**src/rtl/uart_tx_feeder.sv**
```systemverilog
// uart_tx_feeder: byte FIFO that feeds a UART transmitter one frame at a time,
// waiting for each frame to complete and optionally idling GAP_CYCLES clocks between frames.
module uart_tx_feeder #(
  parameter int DEPTH      = 16,
  parameter int ADDR_W     = 4,
  parameter int GAP_CYCLES = 0
) (
  input  logic              clk,
  input  logic              reset,
  input  logic              wr_en,
  input  logic [7:0]        wr_data,
  input  logic              clr_ovf,
  input  logic              tx_active,
  input  logic              tx_done,
  output logic [7:0]        tx_data,
  output logic              tx_send,
  output logic              full,
  output logic              empty,
  output logic [ADDR_W:0]   level,
  output logic              overflow,
  output logic              busy,
  output logic [1:0]        dbg_state
);

  typedef enum logic [1:0] {
    S_IDLE = 2'd0,
    S_SEND = 2'd1,
    S_WAIT = 2'd2,
    S_GAP  = 2'd3
  } state_t;

  localparam int GAP_W = (GAP_CYCLES > 1) ? $clog2(GAP_CYCLES) : 1;
  localparam logic [GAP_W-1:0] GAP_LOAD = GAP_W'((GAP_CYCLES > 0) ? GAP_CYCLES - 1 : 0);
  localparam logic [ADDR_W:0]  LVL_FULL = (ADDR_W + 1)'(DEPTH);

  logic [7:0]        r_mem [DEPTH];
  logic [ADDR_W-1:0] r_wr_ptr;
  logic [ADDR_W-1:0] r_rd_ptr;
  logic [ADDR_W:0]   r_level;
  logic              r_full;
  logic              r_empty;
  logic              r_overflow;
  state_t            r_state;
  logic [7:0]        r_tx_data;
  logic              r_tx_send;
  logic [GAP_W-1:0]  r_gap_cnt;

  logic              w_push;
  logic              w_pop;
  logic [ADDR_W:0]   w_level_nxt;

  assign w_push = wr_en && !r_full;
  // The pop is the IDLE->SEND launch; it uses the registered empty flag.
  assign w_pop  = (r_state == S_IDLE) && !r_empty && !tx_active;

  always_comb begin
    w_level_nxt = r_level;
    if (w_push && !w_pop) begin
      w_level_nxt = r_level + 1'b1;
    end else if (!w_push && w_pop) begin
      w_level_nxt = r_level - 1'b1;
    end
  end

  always_ff @(posedge clk) begin
    if (w_push) begin
      r_mem[r_wr_ptr] <= wr_data;
    end
  end

  always_ff @(posedge clk or posedge reset) begin
    if (reset) begin
      r_wr_ptr   <= '0;
      r_rd_ptr   <= '0;
      r_level    <= '0;
      r_full     <= 1'b0;
      r_empty    <= 1'b1;
      r_overflow <= 1'b0;
    end else begin
      if (w_push) r_wr_ptr <= r_wr_ptr + 1'b1;
      if (w_pop)  r_rd_ptr <= r_rd_ptr + 1'b1;
      r_level <= w_level_nxt;
      r_full  <= (w_level_nxt == LVL_FULL);
      r_empty <= (w_level_nxt == '0);
      // A dropped write outranks a clear in the same cycle.
      if (wr_en && r_full) begin
        r_overflow <= 1'b1;
      end else if (clr_ovf) begin
        r_overflow <= 1'b0;
      end
    end
  end

  always_ff @(posedge clk or posedge reset) begin
    if (reset) begin
      r_state   <= S_IDLE;
      r_tx_data <= '0;
      r_tx_send <= 1'b0;
      r_gap_cnt <= '0;
    end else begin
      case (r_state)
        S_IDLE: begin
          if (w_pop) begin
            r_tx_data <= r_mem[r_rd_ptr];
            r_tx_send <= 1'b1;
            r_state   <= S_SEND;
          end
        end
        S_SEND: begin
          if (tx_active) begin
            r_tx_send <= 1'b0;
            r_state   <= S_WAIT;
          end
        end
        S_WAIT: begin
          if (!tx_active && tx_done) begin
            if (GAP_CYCLES > 0) begin
              r_gap_cnt <= GAP_LOAD;
              r_state   <= S_GAP;
            end else begin
              r_state   <= S_IDLE;
            end
          end
        end
        S_GAP: begin
          if (r_gap_cnt == '0) begin
            r_state <= S_IDLE;
          end else begin
            r_gap_cnt <= r_gap_cnt - 1'b1;
          end
        end
        default: r_state <= S_IDLE;
      endcase
    end
  end

  assign tx_data   = r_tx_data;
  assign tx_send   = r_tx_send;
  assign full      = r_full;
  assign empty     = r_empty;
  assign level     = r_level;
  assign overflow  = r_overflow;
  assign busy      = (r_state != S_IDLE);
  assign dbg_state = r_state;

endmodule

```
**config.mk**
```make
export PLATFORM = sky130hd
export DESIGN_NAME = uart_tx_feeder
export DESIGN_NICKNAME = d
export VERILOG_FILES = /design/src/rtl/uart_tx_feeder.sv
export SDC_FILE = /design/constraint.sdc
export NUM_CORES = 1
export LEC_CHECK = 0
export CAP_MARGIN = 20
export CORE_MARGIN = 3
export CORE_UTILIZATION = 56
export DETAILED_ROUTE_END_ITERATION = 10
export PLACE_DENSITY = 0.84
export SYNTH_ARGS = -nofsm -noshare
export SYNTH_HDL_FRONTEND = slang
export SYNTH_SLANG_ARGS = --single-unit
```
**constraint.sdc**
```tcl
create_clock -name clk -period 3.35 [get_ports clk]
set_input_delay 0.5025 -clock clk [delete_from_list [all_inputs] [get_ports clk]]
set_output_delay 0.5025 -clock clk [all_outputs]
set_load 0.05 [all_outputs]
```
---- Word-level counts from Yosys, hierarchy flattened ----
Memory sizes are Yosys's and may differ from the RTL's. A register that Yosys moved wholly into a read port is not among the register bits.
Index checks and enable logic that the tools add are counted.
storage, ports and cells
  flip-flop bits (word level) ............. 20
  RAM bits ................................ 128
  input port bits ......................... 14
  output and inout port bits .............. 20
  word-level logic and storage cells ...... 58
  memories kept ........................... 1
cells by class
  $add $sub $neg .......................... 5
  eq/ne operators ......................... 8
  mux-type cells .......................... 15
  reductions and logical operators ........ 20
memory list
  name   words  bits a word  rd ports  clocked after Yosys merged registers in  wr ports  line  RTL
  r_mem  16     8            1         1                                        1         36    logic [7:0] r_mem [DEPTH];
operator list
  cell                                              count
  2-to-1 mux 5 bit                                  2
  adder 4 x 1 -> 4 bit, second input constant       2
  2-to-1 mux 2 bit                                  4
  != test 2 bit, second input constant              4
  case mux 2 bit (4 select lines)                   1
  logical AND 1 bit                                 7
  2-to-1 mux 1 bit                                  7
  nonzero test 2 bit                                3
  adder 5 x 1 -> 5 bit, second input constant       1
  == test 5 bit, second input constant              1
  zero test 1 bit                                   5
  zero test 5 bit                                   1
  subtractor 5 x 1 -> 5 bit, second input constant  1
  == test 2 bit, second input constant              2
  AND reduction 4 bit                               1
  AND reduction 3 bit                               1
  == test 2 x 1 -> 1 bit, second input constant     1
  zero test 2 bit                                   1
  case mux 1 bit (2 select lines)                   1
  AND reduction 2 bit                               1
  subtractor 1 bit, second input constant           1

---- Longest topological paths before layout ----
  depth in word-level cells ............... 7
  depth in mapped cells ................... 7
  gate-level depth less buffers ........... 7

---- Least setup slack after synthesis ----
Ideal clock, no wire load.
  kind .................................... reg2reg
  from .................................... reg r_state[1], in the netlist dbg_state[1]
  to ...................................... reg r_empty, in the netlist empty
  arrival time ............................ 1940 ps
  setup slack ............................. 1319 ps
  cell stages (with the launch flop) ...... 8
  path buffers ............................ 1
  cells stage by stage .................... dfrtp_1 > or4_4 > buf_6 > nand2_4 > o32ai_2 > xnor2_2 > inv_2 > nor4_2
on the way
  cells in the longest elaborated chain, start to end .. 7
  elaborated cells between the ends (all ways) .. 9
RTL lines
  item                                                          line    RTL
  start: declaration                                            43      state_t r_state;
  start signal: assignment                                      96      r_state <= S_IDLE;
  start signal: assignment                                      106     r_state <= S_SEND;
  start signal: assignment                                      112     r_state <= S_WAIT;
  zero test 2 bit (*)                                           54      assign w_pop = (r_state == S_IDLE) && !r_empty && !tx_active;
  logical AND 1 bit (*) (2 in series)                           54
  logical AND 1 bit / zero test 1 bit (equally long branches)   60, 58
  2-to-1 mux 5 bit / logical AND 1 bit (equally long branches)  60, 58
  2-to-1 mux 5 bit (*)                                          58      if (w_push && !w_pop) begin
  net w_level_nxt[4]                                            50      logic [ADDR_W:0] w_level_nxt;
  zero test 5 bit (*)                                           84      r_empty <= (w_level_nxt == '0);
  end signal: assignment                                        84
  end: declaration                                              41      logic r_empty;
Mark *: on every way through the listed nets, which the timed path passes. The rest lies on a longest branch.
A chain may end at the register's enable or synchronous reset.

---- Worst setup path in the final report ----
  from .................................... reg r_state[1], in the netlist dbg_state[1]
  to ...................................... out busy
on the way
  cells in the longest elaborated chain, start to end .. 1
RTL lines
  item                line  RTL
  nonzero test 2 bit  143   assign busy = (r_state != S_IDLE);
  end: declaration    21    output logic busy,
Every way passes these cells.

==> metrics <==
Worst Path Required between 2000 and 3000 ps; run status completed; Worst-path clk slew 60 ps; max_cap viols 0; Pins Over Slew Limit 0; post-synth cell types 44; Setup crit end kind output pin; per-cell routed wire length 23.8 um; Leak 2.49 nW; R2R Path End tx_data[3]; Setup violations, final 0; Max Root-Sink Buffers 2; Top FF cell, synth edfxtp_1; Die W roughly 110 um; initial core utilization ~59%; flip-flop and latch area 0.00452 sq mm; remaining antenna violation count 0; Port Buf Inserts 33; dpl hpwl 7820 um; Placed Area ~0.0067 sq mm; fin crit share 75.4%; wirelength, routed approximately 13000 um; n_diodes 0; Synth area leader edfxtp_1; Rows 37; WP data arrival 2020 ps; Syn Inst Count 336; synth top area cells edfxtp_1, mux4_2, dfrtp_1; Worst-Skew Late Latency 530 ps; Cell Area, Synth 0.00624 sq mm; Remaining Overflow, GRT 0; layout cells sized above 1 around a fifth; most frequent cells after synthesis edfxtp_1, mux4_2, dfrtp_1, and2_1, nand2_1; Startpoint Class register; Via density roughly 6.2; worst r2r src r_rd_ptr[0]; syn_nets about 360; Hold Fails Final Rpt 0; die area 0.0124 sq mm; Synth warnings 0; CTS H-tree depth 4; Final Cell Area about 0.0073 sq mm; critical path type register to output pin; final core utilization 69.3%; All-Layer GR Usage about 22%; worst slew pin tran 776 ps; Layout area overhead 17.8%; Chip Height 112 um; Final min period ~2500 ps; drt pass-1 iters 5; post-synthesis sequential area ratio between 70 and 80%; Avg Inst Size Synth 18.6 sq um; Post-synth ARST share 17.4%; CTS tree done; # fillers around 620; first-pass GRT wire length 19700 um; Pwr Density 922 mW/mm^2; Core Area 0.0106 sq mm; Post-CTS Setup Bufs 0; Hold Crit Class input port to asynchronous set/reset pin; # nets final between 400 and 500; FF-to-FF path depth 5; Synth top area share 61.6%; DRC viols 0; vias in the first global route roughly 3400; FF+latch count, synth 155; Clock Skews approximately 7.7 ps; CTS Root Cell clkbuf_8; Fmax 396 MHz; peak supply drop 641 uV; Via Count around 3300; GPL Wtd Cong roughly 0.84; EDFF count, synth 128; TritonCTS Buffers 17; hold_buf cts 0; initial DRC count 360; initial antenna violation count 0; CP Max Fanout 9; Sink Count between 150 and 200; setup slack, reg-to-reg 1000 ps; Ports 34; setup TNS 0 ps; count leader, synth edfxtp_1; CTS resizes 0; RSZ-0062 raised after global routing false; max_slew headroom 48.3%; pin count of the biggest net entering global routing 32; multi-input logic area 0.00161 sq mm
==> per-layer routing <==
layer  GRT usage (%)  part of all wire (%)  vias up
met3            6.30                   8.4       28
met1            29.3                    39     1693
met5               0                     0        -
met4            8.92                   2.5        0
met2            34.1                    50      153
li1                -                     -     1412
==> placed cells by master (no fill, tap or decap), types with 2 or more instances in the layout <==
cell	count
inv_6	3
nor3_1	2
o211ai_1	2
ha_1	7
clkbuf_16	16
edfxtp_1	128
o21a_1	7
xnor2_1	8
bufinv_16	3
o21ai_0	5
mux2i_1	8
nor2b_1	8
clkinvlp_4	4
clkinv_4	3
o21ai_1	10
o221ai_1	7
nor2_1	4
and2_1	16
nand4_1	2
nand3_1	4
nand2_1	12
clkdlybuf4s50_1	33
mux4_2	32
inv_1	9
buf_4	7
a21oi_1	2
dfrtp_1	26
nor4_1	2
==> state kept, by name, indices dropped and copies added, names as in the netlist <==
signal,count
overflow,1
r_rd_ptr,4
empty,1
r_mem,128
tx_send,1
tx_data,8
dbg_state,2
full,1
r_wr_ptr,4
level,5
==> power breakdown <==
part,switching [mW],leakage (nW),internal (mW)
Clock,0.770,0.283,1.15
Combinational,1.23,0.729,0.915
Sequential,0.304,1.48,2.40
Total,2.31,2.49,4.47
==> through the flow <==
stage | total power [mW] | instances | hold WS, ps | setup WS (ps)
2_1_floorplan | 4.19 | 336 | 493 | 1320
3_3_place_gp | 4.77 | 496 | 473 | 976
3_5_place_dp | 4.86 | 497 | 474 | 882
4_1_cts | 6.80 | 529 | 349 | 800
5_1_grt | 7.05 | 529 | 399 | 760
6_report | 6.77 | 529 | 349 | 823
==> cell families after synthesis <==
group | synth area share (%)
flip-flops | 72.4
AND/OR/NAND/NOR | 5.53
multiplexers | 13.0
AO/OA/AOI/OAI | 4.15
buffers and inverters | 1.94
XOR/XNOR | 1.52
adder cells (fa/ha/maj) | 1.40
==> critical path, cell delays in order (launching register included) <==
cell and delay [ps]:
dfrtp_1 490, or2_2 310, clkdlybuf4s50_1 700
==> cell type report <==
cell class / instances / area share (%)
multi-input combinational: 155 / 21.9
sequential: 155 / 61.5
inverter: 10 / 0.511
clock buffer: 17 / 5.63
clock inverter: 15 / 2.57
tap: 136 / 2.32
timing repair buffer: 41 / 5.58
==> worst max-delay path by stage <==
stage / startpoint / to / slack, ps / depth (start not counted)
global placement: wr_en / r_mem[15][7] / 980 / 5
CTS: dbg_state[1] / busy / 800 / 2
detailed placement: tx_active / empty / 880 / 7
finish: dbg_state[1] / busy / 820 / 2
floorplan: dbg_state[1] / empty / 1320 / 7
global route: dbg_state[1] / busy / 760 / 2
No activity file was read; power rests on OpenSTA's default activity.
